===== config.mk =====
export PLATFORM = sky130hd
export DESIGN_NAME = alu_arbiter_flat
export DESIGN_NICKNAME = d
export VERILOG_FILES = /design/src/rtl/alu_pkg.sv /design/src/rtl/alu_arbiter_if.sv /design/src/rtl/alu.sv /design/src/rtl/alu_arbiter.sv /design/src/flat_wrapper.sv
export SDC_FILE = /design/constraint.sdc
export NUM_CORES = 1
export LEC_CHECK = 0
export ABC_AREA = 1
export BUFFER_PORTS_ARGS = -buffer_cell sky130_fd_sc_hd__buf_2
export CAP_MARGIN = 20
export CORE_UTILIZATION = 55
export CTS_CLUSTER_SIZE = 14
export DETAILED_ROUTE_END_ITERATION = 8
export PLACE_DENSITY_LB_ADDON = 0.15
export SLEW_MARGIN = 20
export SYNTH_ARGS = -nofsm -noshare
export SYNTH_HDL_FRONTEND = slang
export SYNTH_SLANG_ARGS = --single-unit

===== constraint.sdc =====
create_clock -name clk -period 3.9 [get_ports clk]
set_clock_uncertainty 0.05 [all_clocks]
set_input_delay 0.195 -clock clk [delete_from_list [all_inputs] [get_ports clk]]
set_output_delay 0.195 -clock clk [all_outputs]
set_load 0.02 [all_outputs]

===== src/rtl/alu_pkg.sv =====
// rtl/alu_pkg.sv - shared ALU opcode, flag and arbiter FSM types
package alu_pkg;

  typedef enum logic [2:0] {
    ALU_ADD   = 3'd0,
    ALU_SUB   = 3'd1,
    ALU_AND   = 3'd2,
    ALU_OR    = 3'd3,
    ALU_XOR   = 3'd4,
    ALU_NOR   = 3'd5,
    ALU_PASSB = 3'd6,
    ALU_SLT   = 3'd7
  } alu_op_e;

  typedef struct packed {
    logic n;
    logic z;
    logic c;
    logic v;
  } alu_flags_t;

  typedef enum logic [1:0] {
    ST_IDLE = 2'd0,
    ST_EXEC = 2'd1,
    ST_RESP = 2'd2
  } arb_state_e;

  localparam int REQ_ID_W = $clog2(4);

endpackage


===== src/rtl/alu_arbiter_if.sv =====
// rtl/alu_arbiter_if.sv - request/response bundle between requesters and alu_arbiter
interface alu_arbiter_if #(
  parameter int N    = 32,
  parameter int NREQ = 2
);
  logic [NREQ-1:0]        req_valid;
  logic [NREQ-1:0]        req_ready;
  logic [NREQ-1:0][2:0]   req_opcode;
  logic [NREQ-1:0][N-1:0] req_a;
  logic [NREQ-1:0][N-1:0] req_b;
  logic [NREQ-1:0]        req_setflags;
  logic [NREQ-1:0]        rsp_valid;
  logic [NREQ-1:0]        rsp_ready;
  logic [N-1:0]           rsp_result;
  logic [3:0]             rsp_flags;

  modport master (
    output req_valid, req_opcode, req_a, req_b, req_setflags, rsp_ready,
    input  req_ready, rsp_valid, rsp_result, rsp_flags
  );

  modport slave (
    input  req_valid, req_opcode, req_a, req_b, req_setflags, rsp_ready,
    output req_ready, rsp_valid, rsp_result, rsp_flags
  );
endinterface


===== src/rtl/alu.sv =====
// rtl/alu.sv - combinational ALU; carry/overflow meaningful for ADD/SUB only
module alu
  import alu_pkg::*;
#(
  parameter int N = 32
) (
  input  alu_op_e      op_i,
  input  logic [N-1:0] a_i,
  input  logic [N-1:0] b_i,
  output logic [N-1:0] result_o,
  output logic         carry_o,
  output logic         overflow_o
);
  logic         sub;
  logic [N-1:0] bx;
  logic [N:0]   sum;

  // SUB is a + ~b + 1, so carry means "no borrow"
  always_comb begin
    sub        = (op_i == ALU_SUB);
    bx         = sub ? ~b_i : b_i;
    sum        = {1'b0, a_i} + {1'b0, bx} + {{N{1'b0}}, sub};
    result_o   = '0;
    carry_o    = 1'b0;
    overflow_o = 1'b0;
    case (op_i)
      ALU_ADD, ALU_SUB: begin
        result_o   = sum[N-1:0];
        carry_o    = sum[N];
        overflow_o = (a_i[N-1] == bx[N-1]) && (sum[N-1] != a_i[N-1]);
      end
      ALU_AND:   result_o = a_i & b_i;
      ALU_OR:    result_o = a_i | b_i;
      ALU_XOR:   result_o = a_i ^ b_i;
      ALU_NOR:   result_o = ~(a_i | b_i);
      ALU_PASSB: result_o = b_i;
      ALU_SLT:   result_o = {{(N-1){1'b0}}, ($signed(a_i) < $signed(b_i))};
      default:   result_o = '0;
    endcase
  end
endmodule


===== src/rtl/alu_arbiter.sv =====
// rtl/alu_arbiter.sv - round-robin sharing of one alu among NREQ requesters
// Optional architectural flag register: ALU_ARB_FLAG_REG_EN
module alu_arbiter
  import alu_pkg::*;
#(
  parameter int N    = 32,
  parameter int NREQ = 2
) (
  input  logic         clk,
  input  logic         reset,
  alu_arbiter_if.slave bus
`ifdef ALU_ARB_FLAG_REG_EN
  ,
  output logic [3:0]   flags_q
`endif
);
  arb_state_e          state_q;
  logic [REQ_ID_W-1:0] rr_q;
  logic [NREQ-1:0]     owner_q;
  alu_op_e             op_q;
  logic [N-1:0]        a_q, b_q, res_q;
  alu_flags_t          flg_q;
  logic [NREQ-1:0]     rsp_valid_q;

  logic [NREQ-1:0]     grant;
  logic [REQ_ID_W-1:0] grant_id;
  logic                grant_any;
  logic [REQ_ID_W-1:0] rr_d;
  alu_op_e             op_d;
  logic [N-1:0]        a_d, b_d;
  logic                accept;

  logic [N-1:0]        alu_res;
  logic                alu_c, alu_v;
  alu_flags_t          new_flags;

  // First valid requester at or after rr_q, wrapping modulo NREQ
  always_comb begin
    grant     = '0;
    grant_id  = '0;
    grant_any = 1'b0;
    for (int i = 0; i < NREQ; i++) begin
      for (int j = 0; j < NREQ; j++) begin
        if (!grant_any && (j == (int'(rr_q) + i) % NREQ) && bus.req_valid[j]) begin
          grant_any = 1'b1;
          grant[j]  = 1'b1;
          grant_id  = REQ_ID_W'(j);
        end
      end
    end
    rr_d = (grant_id == REQ_ID_W'(NREQ - 1)) ? '0 : grant_id + 1'b1;
  end

  always_comb begin
    op_d = ALU_ADD;
    a_d  = '0;
    b_d  = '0;
    for (int j = 0; j < NREQ; j++) begin
      if (grant[j]) begin
        op_d = alu_op_e'(bus.req_opcode[j]);
        a_d  = bus.req_a[j];
        b_d  = bus.req_b[j];
      end
    end
  end

  assign bus.req_ready = (state_q == ST_IDLE && !reset) ? grant : '0;
  assign accept        = |bus.req_ready;

  alu #(.N(N)) u_alu (
    .op_i      (op_q),
    .a_i       (a_q),
    .b_i       (b_q),
    .result_o  (alu_res),
    .carry_o   (alu_c),
    .overflow_o(alu_v)
  );

  assign new_flags = '{n: alu_res[N-1], z: (alu_res == '0), c: alu_c, v: alu_v};

  always_ff @(posedge clk) begin
    if (reset) begin
      state_q     <= ST_IDLE;
      rr_q        <= '0;
      owner_q     <= '0;
      op_q        <= ALU_ADD;
      a_q         <= '0;
      b_q         <= '0;
      res_q       <= '0;
      flg_q       <= '0;
      rsp_valid_q <= '0;
    end else begin
      case (state_q)
        ST_IDLE: begin
          if (accept) begin
            owner_q <= grant;
            op_q    <= op_d;
            a_q     <= a_d;
            b_q     <= b_d;
            rr_q    <= rr_d;
            state_q <= ST_EXEC;
          end
        end
        ST_EXEC: begin
          res_q       <= alu_res;
          flg_q       <= new_flags;
          rsp_valid_q <= owner_q;
          state_q     <= ST_RESP;
        end
        ST_RESP: begin
          // Only the owner's rsp_ready matters; rsp_valid_q is one-hot on it
          if (|(bus.rsp_ready & rsp_valid_q)) begin
            rsp_valid_q <= '0;
            state_q     <= ST_IDLE;
          end
        end
        default: state_q <= ST_IDLE;
      endcase
    end
  end

  assign bus.rsp_valid  = rsp_valid_q;
  assign bus.rsp_result = res_q;
  assign bus.rsp_flags  = flg_q;

`ifdef ALU_ARB_FLAG_REG_EN
  logic setf_q;

  always_ff @(posedge clk) begin
    if (reset) begin
      setf_q  <= 1'b0;
      flags_q <= '0;
    end else begin
      if (state_q == ST_IDLE && accept) setf_q <= |(grant & bus.req_setflags);
      if (state_q == ST_EXEC && setf_q) flags_q <= new_flags;
    end
  end
`else
  logic unused_setflags;
  assign unused_setflags = ^bus.req_setflags;
`endif
endmodule


===== src/flat_wrapper.sv =====
// flat-port wrapper written by rule: the top's interface ports become plain ports
module alu_arbiter_flat import alu_pkg::*;
#(
  parameter int N    = 32,
  parameter int NREQ = 2
)
  (clk, reset, bus_req_valid, bus_req_opcode, bus_req_a, bus_req_b, bus_req_setflags, bus_rsp_ready, bus_req_ready, bus_rsp_valid, bus_rsp_result, bus_rsp_flags);
  alu_arbiter_if #(.N(N), .NREQ(NREQ)) bus_i ();
  input  logic clk;
  input  logic reset;
  input wire logic [$bits(bus_i.req_valid)-1:0] bus_req_valid;
  input wire logic [$bits(bus_i.req_opcode)-1:0] bus_req_opcode;
  input wire logic [$bits(bus_i.req_a)-1:0] bus_req_a;
  input wire logic [$bits(bus_i.req_b)-1:0] bus_req_b;
  input wire logic [$bits(bus_i.req_setflags)-1:0] bus_req_setflags;
  input wire logic [$bits(bus_i.rsp_ready)-1:0] bus_rsp_ready;
  output wire logic [$bits(bus_i.req_ready)-1:0] bus_req_ready;
  output wire logic [$bits(bus_i.rsp_valid)-1:0] bus_rsp_valid;
  output wire logic [$bits(bus_i.rsp_result)-1:0] bus_rsp_result;
  output wire logic [$bits(bus_i.rsp_flags)-1:0] bus_rsp_flags;
  assign bus_i.req_valid = bus_req_valid;
  assign bus_i.req_opcode = bus_req_opcode;
  assign bus_i.req_a = bus_req_a;
  assign bus_i.req_b = bus_req_b;
  assign bus_i.req_setflags = bus_req_setflags;
  assign bus_i.rsp_ready = bus_rsp_ready;
  assign bus_req_ready = bus_i.req_ready;
  assign bus_rsp_valid = bus_i.rsp_valid;
  assign bus_rsp_result = bus_i.rsp_result;
  assign bus_rsp_flags = bus_i.rsp_flags;
  alu_arbiter #(.N(N), .NREQ(NREQ)) u_core (.clk(clk), .reset(reset), .bus(bus_i));
endmodule

Yosys cells after proc, flatten, opt, wreduce, memory -nomap -nowiden
Index checks and enable logic that the tools add are counted.
Operators by class
  equality and inequality tests: 15
  bitwise gates (word level): 7
  $add $sub $neg: 4
  magnitude comparators: 1
  div/mod/pow operators: 0
  multipliers: 0
  muxes and demuxes: 25
  reduce and logical (&&, ||, !) cells: 25
  shift operators: 0
Operators with widths (number)
  $pmux W32 S7: 1
  $mux W32: 5
  $logic_not A32 Y1: 3
  $not A32 Y32: 2
  $add A32 B32 Y33: 1
  $add A33 B1 Y33: 1
  $and A32 B32 Y32: 1
  $lt A32 B32 Y1: 1
  $or A32 B32 Y32: 1
  $xor A32 B32 Y32: 1
  $eq A3 B3 Y1 const B: 4
  $mux W1: 12
  $logic_and A1 B1 Y1: 9
  $eq A3 B2 Y1 const B: 2
  $mux W2: 3
  $mux W3: 2
  $pmux W2 S3: 1
  $reduce_and A2 Y1: 3
  $reduce_or A2 Y1: 3
  $logic_not A1 Y1: 4
  $ne A2 B1 Y1 const B: 2
  $pmux W2 S2: 1
  $eq A3 B1 Y1 const B: 1
  $logic_not A3 Y1: 1
  11 further kinds: 12
Storage, ports and cells
  bits in registers: 110
  memory bits (writable): 0
  output and inout port bits: 40
  memories kept: 0
  bits in read-only memories: 0
  bits in latches: 0

Longest topological paths before layout
Gate-level depths: netlist of the first run.
  depth in word-level cells: 19
  gate-level depth with buffers: 26
  gate-level depth less buffers: 22

Modules after synthesis
From an unflattened synthesis of the first run, not the netlist that was laid out.
Unflattened totals
  cell total of the unflattened synthesis: 1648
  area, all modules: 10557.6 um^2
Modules (own cells, without submodules)
  alu: seq. area each 0.0 um^2, cells an instance 908, area each 5466.5 um^2, instances 1
  alu_arbiter: seq. area each 2182.1 um^2, cells an instance 740, area each 5091.1 um^2, instances 1

Worst setup path after synthesis of the first run
OpenSTA, ideal clock, no wires.
  path kind: register to register
  start: register u_core.op_q[1]
  end: register u_core.flg_q (netlist bit u_core.bus.rsp_flags[2])
  arrival time: 3.413 ns
  data required time: 3.783 ns
  setup slack: 0.370 ns
  path buffers: 4
  stages on the path, launching flop included: 26
  cell sequence: dfxtp_1 > buf_6 > nor2_4 > buf_1 > buf_1 > nand2_1 > buf_2 > xor2_1 > fa_1 > nand2_1 > nand2_1 > nand3_1 > nand2_1 > nand2_1 > nand2_1 > nand2_1 > nand2_1 > nand2_1 > nand2_1 > nand2_1 > nand2_1 > a21oi_1 > nand2_1 > nor2_1 > nand3_1 > a21oi_2
Between the ends
  cells in the longest elaborated chain, start to end: 6
  elaborated cells on any way between the ends: 14
  those cells by class: 2 x add/sub; 7 x eq/ne; 2 x mux; 3 x reduce/logical
RTL lines
  start: declaration: RTL line alu_arbiter.sv:20  | alu_op_e op_q;
  start signal: assignment: RTL line alu_arbiter.sv:97  | op_q <= op_d;
  $eq A3 B1 Y1: RTL line alu.sv:20, alu.sv:26
  $mux W32: RTL line alu.sv:21  | bx = sub ? ~b_i : b_i;
  $add A32 B32 Y33: RTL line alu.sv:22  | sum = {1'b0, a_i} + {1'b0, bx} + {{N{1'b0}}, sub};
  $add A33 B1 Y33: RTL line alu.sv:22
  $pmux W32 S7 *: RTL line alu.sv:26  | case (op_i)
  $logic_not A32 Y1 *: RTL line alu_arbiter.sv:79  | assign new_flags = '{n: alu_res[N-1], z: (alu_res == '0), c: alu_c, v: alu_v};
  end signal: assignment: RTL line alu_arbiter.sv:106  | flg_q <= new_flags;
  end: declaration: RTL line alu_arbiter.sv:22  | alu_flags_t flg_q;
Mark *: on every way between the ends. The rest lies on a longest branch, timed or not.
A chain may end at the register's enable or synchronous reset.

Worst setup path in the final report of the first run
Ends and elaborated chain as after synthesis.

==> results of run 1 <==
-- cell usage after synthesis, drive strengths merged, types with 12 or more instances --
master and instances:
a211oi 73, a21oi 79, a221oi 69, buf 23
clkbuf 43, dfxtp 109, ha 127, inv 241
nand2 328, nand3 76, nand4 12, nor2 107
o211ai 15, o21ai 52, xor2 33
-- power breakdown --
part / internal, mW / switching [mW] / leakage (nW) / total, mW
Combinational: 0.685 / 1.31 / 4.68 / 2.00
Clock: 0.508 / 0.473 / 0.143 / 0.981
Sequential: 1.25 / 0.109 / 0.896 / 1.36
-- cell type report --
class | instances | area, um^2
clock buffer | 9 | 225
sequential | 109 | 2180
timing repair buffer | 196 | 1020
fill | 1694 | 6240
multi-input combinational | 1050 | 6600
clock inverter | 7 | 80.1
tap | 225 | 282
inverter | 242 | 908
-- cells by family after synthesis --
group	Yosys count	share of synthesized area, %
compound gates	339	23.5
xor+xnor	33	2.89
flops	109	21.8
buf+inv	308	12.3
simple gates	548	23.1
mux	2	0.200
fa+ha+maj	128	16.1
-- per-layer routing --
metal	vias up	routed length, um	track usage [%]
li1	5215	-	-
met1	4717	15200	50.1
met2	401	12300	49.3
met3	41	2440	5.44
met4	0	708	10.6
met5	-	0	0
-- stage by stage --
stage,worst slack [ns],area (um^2),instances,hold WS (ns)
finish,0.472,11300,1838,0.0345
global placement,0.579,11000,1822,0.404
detailed placement,0.535,11000,1822,0.411
global route,0.178,11300,1838,0.0348
CTS,0.515,11300,1838,0.0261
floorplan,0.370,10000,1467,0.313
-- sequential cells by signal, summed over array words and instances, names as in the netlist --
| register | cells |
|---|---|
| u_core.rr_q | 1 |
| u_core.bus.rsp_flags | 4 |
| u_core.op_q | 3 |
| u_core.state_q | 2 |
| u_core.owner_q | 2 |
| u_core.b_q | 32 |
| u_core.bus.rsp_valid | 2 |
| u_core.a_q | 32 |
| u_core.bus.rsp_result | 31 |
-- worst min path at each step --
stage	start	endpoint	slack [ns]
global placement	u_core.owner_q[1]	u_core.bus.rsp_valid[1]	0.40
floorplan	bus_req_b[63]	u_core.b_q[31]	0.31
finish	reset	u_core.bus.rsp_valid[1]	0.03
global route	reset	u_core.bus.rsp_valid[1]	0.03
CTS	reset	u_core.bus.rsp_valid[1]	0.03
detailed placement	u_core.owner_q[0]	u_core.bus.rsp_valid[0]	0.41
-- worst reg2reg max path, stage by stage, from the launching register on --
cell,delay [ns]
dfxtp_1,0.39
nor2_4,0.04
nand2_1,0.06
buf_4,0.44
xor2_1,0.18
ha_1,0.38
nand2_1,0.14
inv_1,0.07
a21oi_1,0.22
nand2_1,0.14
nand2_1,0.10
nand2_1,0.09
nand3_1,0.13
nand2_1,0.08
nand2_1,0.06
nand2_1,0.04
a21boi_1,0.34
nand2_1,0.10
nor2_1,0.11
nand3_1,0.09
a21oi_2,0.11
==> flow_summary.json, run 1 <==
{
  "worstSetupEndpoint": "u_core.bus.rsp_flags[2]",
  "cp_slowest_cell": "buf_4",
  "antenna_found_initial": 0,
  "synth_cells": 1467,
  "grt_pass1_vias": 9113,
  "dp_hpwl_um": 23800,
  "yosysTopAreaCell": "dfxtp_1",
  "cts_max_level": 3,
  "clk_latency_ns": 0.37,
  "diodes": 0,
  "grt_first_pass_wirelength_um": 48200,
  "setup-tns-final_ns": 0,
  "cts_root_buf": "clkbuf_16",
  "final_antenna_net_count": 0,
  "gp_congestion": 0.947,
  "fmaxAchievable_mhz": 292,
  "ctsLongestPathBuffers": 2,
  "rrSetupSlack_ns": 0.47,
  "synth-seq-cells": 109,
  "crit_chain": "nor2_4 -> nand2_1 -> buf_4 -> xor2_1 -> ha_1 -> nand2_1 -> inv_1 -> a21oi_1 -> nand2_1 -> nand2_1 -> nand2_1 -> nand3_1 -> nand2_1 -> nand2_1 -> nand2_1 -> a21boi_1 -> nand2_1 -> nor2_1 -> nand3_1 -> a21oi_2",
  "p_leak_nw": 5.72,
  "fin_nets": 1878,
  "final_common_cell": "nand2_1",
  "die_w_um": 137,
  "post_cts_buffers": 0,
  "syn_area_um2": 10000,
  "slew_headroom_pct": 36.3,
  "setup-violations-final": 0,
  "synth.top_cell.area_share_pct": 21.8,
  "hold_viol": 0,
  "rsz0062_at_grt": "false",
  "numCtsBuffers": 9,
  "clkSinkCount": 109,
  "tightest_slew_ns": 0.955,
  "area_growth_pct": 13.0,
  "ir_drop_uv": 281,
  "cap_viol_max_count": 0,
  "layout-drive-gt1-share_pct": 15.2,
  "rr_worst_depth": 20,
  "crit_type": "reg -> reg",
  "path_depth": 20,
  "grt_max_degree": 79,
  "crit_path_end_kind": "flip-flop",
  "numPortBuffers": 179,
  "synthTopCellsByArea": "dfxtp_1 22%, ha_1 16%, nand2_1 12%",
  "crit_top_cell": "nand2_1",
  "start_kind": "flip-flop",
  "initial_utilization_pct": 57.0,
  "io_pins": 182,
  "cts_hold_buffers": 0,
  "track_usage_pct": 33.8,
  "ys_seq_area_share_pct": 21.8,
  "cts_tree": "built",
  "viasPerCell": 5.64,
  "path_max_fanout": 31,
  "r2r-end": "u_core.bus.rsp_flags[2]",
  "powerDensity_nw_per_um2": 384,
  "yosysWarnings": 0,
  "mostFrequentLayoutCells": "325 x nand2_1, 232 x inv_1, 179 x buf_2",
  "critPathTopFamily": "simple AND/OR/NAND/NOR gates",
  "wl_um": 30700,
  "final_util_pct": 64.4,
  "ys_async_sr_fraction_pct": 0,
  "synth_edf_count": 0,
  "num_rows": 48,
  "drt_iter0_drc": 677,
  "finalCritPeriodShare_pct": 87.9,
  "grt-ovfl-total": 0,
  "required_ns": 4.15,
  "cts_resized": 0,
  "synth_cell_types": 56,
  "rr_startpoint": "u_core.op_q[1]",
  "drtPass1Iterations": 5,
  "clk_pin_slew_worst_paths_ns": 0.08,
  "slew_viol_final": 0,
  "cp_slowest_stage_delay_ns": 0.44,
  "wl_per_cell_um": 16.7,
  "route.detailed.drc": 0,
  "coreArea_um2": 17500,
  "hold_class": "in -> reg",
  "status": "finished, final reports clean",
  "syn-num-nets": 1737,
  "worstPathArrival_ns": 3.68,
  "synthFlopType": "dfxtp_1",
  "die_area_um2": 18700,
  "path_buf_inv": 2,
  "synth_area_per_cell_um2": 6.81,
  "p_total_mw": 4.34,
  "crit_path_start": "u_core.op_q[1]",
  "period_minus_slack_ns": 3.43,
  "dr_total_vias": 10400,
  "whs_path_depth": 2,
  "die_h_um": 137
}
Note: power is estimated with default switching activity, not from simulation.
==> run 2: changes to the inputs <==
--- a/config.mk
+++ b/config.mk
@@ -5,7 +5,6 @@
 export SDC_FILE = /design/constraint.sdc
 export NUM_CORES = 1
 export LEC_CHECK = 0
-export ABC_AREA = 1
 export BUFFER_PORTS_ARGS = -buffer_cell sky130_fd_sc_hd__buf_2
 export CAP_MARGIN = 20
 export CORE_UTILIZATION = 55
==> run 2 against run 1 <==
Net effect: global-route usage is 0.98 points lower; total power is 12% higher; critical path depth is 7 lower; non-clock buffer count is 111 higher; sequential power hardly changed; via count is 2.5% lower; fmax is 11% lower; first-iteration DRC count is 37% higher; sequential share of layout area is 1.0 points lower; critical path type unchanged; highest routed layer unchanged.
==> flow_summary.json, run 2 <==
{
  "grt_first_pass_wirelength_um": 46500,
  "yosysTopAreaCell": "dfxtp_1",
  "clk_latency_ns": 0.36,
  "whs_path_depth": 3,
  "die_area_um2": 18200,
  "fin_nets": 1731,
  "ys_async_sr_fraction_pct": 0,
  "crit_chain": "inv_1 -> ha_1 -> nor4_1 -> buf_4 -> nand2_1 -> a21oi_1 -> a211oi_1 -> o311ai_0 -> o311ai_0 -> nand4_1 -> nor4_2 -> nand4_1 -> o31ai_2",
  "cts_root_buf": "clkbuf_16",
  "start_kind": "flip-flop",
  "cts_hold_buffers": 0,
  "synthTopCellsByArea": "dfxtp_1 22%, ha_1 16%, a211oi_1 6.5%",
  "ctsLongestPathBuffers": 2,
  "numPortBuffers": 179,
  "viasPerCell": 5.98,
  "period_minus_slack_ns": 3.85,
  "rrSetupSlack_ns": 0.05,
  "coreArea_um2": 17200,
  "setup-tns-final_ns": 0,
  "die_w_um": 135,
  "layout-drive-gt1-share_pct": 25.4,
  "hold_end": "u_core.a_q[31]",
  "crit_path_end_kind": "flip-flop",
  "rsz0062_at_grt": "true",
  "drt_iter0_drc": 929,
  "dp_cells": 1667,
  "grt-ovfl-total": 0,
  "slew_headroom_pct": 39.1,
  "wl_per_cell_um": 17.8,
  "p_total_mw": 4.88,
  "track_usage_pct": 32.8,
  "synthTopCellsByCount": "128 x nand2_1, 127 x ha_1, 121 x a21oi_1",
  "powerDensity_nw_per_um2": 408,
  "p_leak_nw": 5.29,
  "required_ns": 4.13,
  "syn_area_um2": 9700,
  "critPathTopFamily": "compound AO/OA/AOI/OAI gates",
  "io_pins": 182,
  "setup-violations-final": 0,
  "die_h_um": 135,
  "path_max_fanout": 4,
  "ir_drop_uv": 252,
  "cap_viol_max_count": 0,
  "slew_viol_final": 0,
  "synth_edf_count": 0,
  "min-delay-start": "bus_req_a[63]",
  "dp_hpwl_um": 22300,
  "fill_cells": 1458,
  "hold_viol": 0,
  "wl_um": 30200,
  "area_growth_pct": 23.2,
  "cp_slowest_stage_delay_ns": 0.68,
  "finalCritPeriodShare_pct": 98.6,
  "dr_total_vias": 10100,
  "gp_congestion": 0.941,
  "crit_path_start": "u_core.a_q[30]",
  "crit_type": "reg -> reg",
  "clkSinkCount": 109,
  "synthFlopType": "dfxtp_1",
  "fmaxAchievable_mhz": 260,
  "numCtsBuffers": 9,
  "drtPass1Iterations": 5,
  "r2r-end": "u_core.bus.rsp_flags[2]",
  "post-place-ws_ns": 0.0524,
  "num_rows": 48,
  "hold_class": "in -> reg",
  "final_antenna_net_count": 0,
  "mostFrequentLayoutCells": "178 x buf_2, 127 x nand2_1, 126 x buf_4",
  "route.detailed.drc": 0,
  "yosysWarnings": 0,
  "diodes": 0,
  "cts_max_level": 3,
  "rr_startpoint": "u_core.a_q[30]",
  "rr_worst_depth": 13,
  "ys_seq_area_share_pct": 22.5,
  "grt_pass1_vias": 8807,
  "cts_tree": "built",
  "clk_pin_slew_worst_paths_ns": 0.07,
  "synth.top_cell.area_share_pct": 22.5,
  "setup_ws_ns": 0.0532,
  "synth_cell_types": 74,
  "synth.most_common_cell": "nand2_1",
  "path_buf_inv": 2,
  "synth_cells": 1235,
  "cp_slowest_cell": "a211oi_1",
  "antenna_found_initial": 0,
  "grt_max_degree": 86,
  "final_common_cell": "buf_2",
  "final_util_pct": 69.3,
  "layout.cells.non_filler": 1691,
  "syn-num-nets": 1505,
  "status": "finished, final reports clean",
  "initial_utilization_pct": 56.3,
  "synth_area_per_cell_um2": 7.85,
  "tightest_slew_ns": 0.913,
  "worstPathArrival_ns": 4.08,
  "synth-seq-cells": 109
}
## run 2: area by class of cell
| cell class | count | area, um^2 | area share, % |
|---|---|---|---|
| Inverter | 88 | 337 | 2.82 |
| Multi-Input combinational cell | 946 | 6960 | 58.2 |
| Clock buffer | 13 | 260 | 2.18 |
| Tap cell | 225 | 282 | 2.36 |
| Timing Repair Buffer | 307 | 1880 | 15.8 |
| Sequential cell | 109 | 2190 | 18.3 |
| Clock inverter | 3 | 43.8 | 0.366 |
## run 2: logic make-up (layout without fill, tap and decap cells)
group / Yosys count / count (layout) / share of synthesized area (%)
AOI/OAI and AO/OA: 436 / 436 / 31.2
xor gates and xnor gates: 49 / 49 / 4.42
adders and majority gates: 128 / 128 / 16.6
buffers and inverters: 180 / 411 / 7.13
DFF: 109 / 109 / 22.5
muxes: 33 / 33 / 3.44
and+or+nand+nor: 300 / 300 / 14.7
## run 2: how the worst max path moves through the flow
stage / to / slack (ns) / cells past startpoint
global placement: u_core.bus.rsp_flags[2] / 0.10 / 19
global route: u_core.bus.rsp_flags[2] / -0.09 / 19
detailed placement: u_core.bus.rsp_flags[2] / 0.05 / 19
finish: u_core.bus.rsp_flags[2] / 0.05 / 13
floorplan: u_core.bus.rsp_flags[0] / -0.12 / 19
CTS: u_core.bus.rsp_flags[2] / 0.02 / 19
## run 2: layer usage
| layer | up-vias | part of all wire (%) | global-route usage [%] |
|---|---|---|---|
| li1 | 4979 | - | - |
| met1 | 4605 | 49 | 50.1 |
| met2 | 480 | 40 | 47.0 |
| met3 | 46 | 9.0 | 3.90 |
| met4 | 0 | 2.3 | 10.9 |
| met5 | - | 0 | 0 |
## run 2: worst register-to-register path: cells and delay by family (launching register included)
kind / cells / cell delay, ns
flops: 1 / 0.43
compound gates: 5 / 1.71
fa+ha+maj: 1 / 0.34
buf+inv: 2 / 0.25
simple gates: 5 / 1.00
## run 2: report_power, final
group / switching (mW) / total, mW / internal (mW)
clock network: 0.431 / 0.966 / 0.535
logic: 1.45 / 2.54 / 1.09
registers: 0.126 / 1.38 / 1.25
total: 2.00 / 4.88 / 2.88
## run 2: repair_timing
item / in CTS / in global routing
endpoints found under the setup margin: 0 / 7
setup buffers: 0 / 8
resized for setup: 0 / 22
## run 2: metrics by stage
stage,hold WS [ns],cell area (um^2)
floorplan,0.329,9800
global placement,0.386,11500
detailed placement,0.394,11500
CTS,0.0914,11800
global route,0.140,12000
finish,0.0994,12000
==> run 3: changes to the inputs <==
--- a/config.mk
+++ b/config.mk
@@ -7,6 +7,7 @@
 export LEC_CHECK = 0
 export BUFFER_PORTS_ARGS = -buffer_cell sky130_fd_sc_hd__buf_2
 export CAP_MARGIN = 20
+export CORE_ASPECT_RATIO = 0.75
 export CORE_UTILIZATION = 55
 export CTS_CLUSTER_SIZE = 14
 export DETAILED_ROUTE_END_ITERATION = 8
==> run 3 against run 2 <==
Net effect: non-clock buffer count decreased by 29; highest routed layer is now met5; cell count fell by 1.1%; critical endpoint unchanged; utilization fell by 0.22 points; hold slack lost 0.019 ns; largest cell class unchanged; cell area down 1.5%.
==> flow_summary.json, run 3 (same netlist as run 2, synthesis figures left out) <==
{
  "status": "finished, final reports clean",
  "p_seq_share_pct": 28.7,
  "cp_slowest_stage_delay_ns": 0.41,
  "io_pins": 182,
  "numPortBuffers": 179,
  "diodes": 0,
  "final_common_cell": "buf_2",
  "design_area_um2": 11800,
  "cts_tree": "built",
  "gp_congestion": 0.966,
  "tightest_slew_ns": 1.26,
  "drtPass1Iterations": 5,
  "track_usage_pct": 32.4,
  "dp_hpwl_um": 21800,
  "p_leak_nw": 5.14,
  "slew_headroom_pct": 16.1,
  "path_max_fanout": 9,
  "ctsLongestPathBuffers": 2,
  "fin_nets": 1702,
  "grt_max_degree": 69,
  "crit_top_cell": "buf_12",
  "layout-drive-gt1-share_pct": 24.1,
  "p_total_mw": 4.79,
  "setup-violations-final": 0,
  "mostFrequentLayoutCells": "178 x buf_2, 126 x nand2_1, 123 x ha_1",
  "coreArea_um2": 17000,
  "hold_viol": 0,
  "finalCritPeriodShare_pct": 99.0,
  "layout.cells.non_filler": 1673,
  "p_int_mw": 2.74,
  "crit_type": "reg -> reg",
  "route.detailed.drc": 0,
  "clk_pin_slew_worst_paths_ns": 0.09,
  "final_util_pct": 69.1,
  "min-delay-start": "bus_req_a[63]",
  "rsz0062_at_grt": "true",
  "rr_worst_depth": 18,
  "fill_cells": 1473,
  "die_w_um": 155,
  "crit_chain": "clkinv_2 -> nand2_4 -> nor2_4 -> buf_12 -> buf_12 -> xnor2_1 -> ha_1 -> o21a_1 -> a2111oi_4 -> or2_4 -> buf_4 -> a311o_1 -> a211o_1 -> and2_1 -> mux2i_1 -> a2111oi_2 -> nand4_1 -> o31ai_2",
  "slew_viol_final": 0,
  "rr_startpoint": "u_core.op_q[2]",
  "p_sw_share_pct": 42.7,
  "required_ns": 4.14,
  "grt_first_pass_wirelength_um": 46200,
  "wl_per_cell_um": 17.5,
  "ir_drop_uv": 262,
  "grt_pass1_vias": 8592,
  "period_minus_slack_ns": 3.86,
  "drt_iter0_drc": 738,
  "combPwrFrac_pct": 51.5,
  "area_growth_pct": 21.4,
  "numCtsBuffers": 9,
  "num_rows": 41,
  "post-place-ws_ns": -0.0169,
  "crit_path_end_kind": "flip-flop",
  "die_h_um": 117,
  "clkSinkCount": 109,
  "cts_hold_buffers": 0,
  "final_antenna_net_count": 0,
  "p_clk_share_pct": 19.7,
  "cp_slowest_cell": "a2111oi_2",
  "cts_max_level": 3,
  "hold_class": "in -> reg",
  "whs_path_depth": 3,
  "grt-ovfl-total": 0,
  "cap_viol_max_count": 0,
  "rrSetupSlack_ns": 0.04,
  "cts_root_buf": "clkbuf_16",
  "fmaxAchievable_mhz": 259,
  "r2r-end": "u_core.bus.rsp_flags[2]",
  "powerDensity_nw_per_um2": 407,
  "place_area_um2": 11300,
  "dr_total_vias": 9923,
  "clk_latency_ns": 0.37,
  "die_area_um2": 18200,
  "dp_cells": 1645,
  "wl_um": 29200,
  "antenna_found_initial": 1,
  "viasPerCell": 5.93,
  "worstPathArrival_ns": 4.10,
  "hold_end": "u_core.a_q[31]",
  "start_kind": "flip-flop",
  "setup_ws_ns": 0.0399,
  "initial_utilization_pct": 57.0,
  "p_switching_mw": 2.05
}
==> run 3: cell types whose count changed in the layout (fill, tap and decap cells not counted), sizes merged <==
cell,previous run,this run
bufinv,1,0
clkbuf,13,9
inv,87,91
buf,307,278
clkinv,3,4
==> run 3: stage by stage <==
stage	TNS (ns)	hold slack, ns
after floorplan	-0.246	0.329
after global placement	0	0.390
after detailed placement	-0.0169	0.393
after CTS	0	0.0792
after global routing	-0.115	0.0953
final	0	0.0803
==> run 3: routing by layer <==
| layer | wire [um] | GRT usage [%] | vias up |
|---|---|---|---|
| met4 | 289 | 6.14 | 2 |
| met3 | 2930 | 7.00 | 24 |
| met1 | 14500 | 49.5 | 4491 |
| met2 | 11500 | 46.0 | 478 |
| met5 | 13 | 0 | - |
| li1 | - | - | 4928 |
==> run 3: area by class of cell <==
| cell class | instances | area [um^2] | share of cell area, % |
|---|---|---|---|
| multi-input combinational | 946 | 6960 | 59.1 |
| sequential | 109 | 2190 | 18.6 |
| timing repair buffer | 278 | 1690 | 14.4 |
| inverter | 88 | 337 | 2.86 |
| tap | 236 | 295 | 2.51 |
| clock buffer | 9 | 225 | 1.91 |
| clock inverter | 7 | 75.1 | 0.638 |
==> run 3: what timing repair did <==
| action | in CTS | in global routing |
|---|---|---|
| pin swaps | 1 | 20 |
| buffers inserted | 2 | 10 |
| endpoints found under the setup margin | 1 | 5 |
| gates resized for setup | 0 | 22 |
==> run 3: worst max-delay path, delay by kind of cell, from the launching register on <==
family | cells | cell delay (ns)
XOR/XNOR | 1 | 0.13
AND/OR/NAND/NOR | 5 | 0.75
adder cells (fa/ha/maj) | 1 | 0.34
multiplexers | 1 | 0.17
flip-flops | 1 | 0.34
buffers and inverters | 4 | 0.48
AO/OA/AOI/OAI | 6 | 1.53
==> run 3: worst max-delay path by stage <==
stage,startpoint,end,slack (ns),depth (start not counted)
floorplan,u_core.op_q[0],u_core.bus.rsp_flags[0],-0.12,19
finish,u_core.op_q[2],u_core.bus.rsp_flags[2],0.04,18
CTS,u_core.op_q[1],u_core.bus.rsp_flags[2],0.03,16
global placement,u_core.op_q[1],u_core.bus.rsp_flags[2],0.07,15
global route,u_core.op_q[1],u_core.bus.rsp_flags[2],-0.07,18
detailed placement,u_core.op_q[1],u_core.bus.rsp_flags[2],-0.02,15
==> run 3: power groups by stage <==
stage	Clock, mW	Sequential, mW	Combinational (mW)
2_1_floorplan	0	1.42	1.52
3_3_place_gp	0	1.39	2.30
3_5_place_dp	0	1.40	2.34
4_1_cts	0.962	1.37	2.36
5_1_grt	1.00	1.40	2.70
6_report	0.946	1.38	2.47
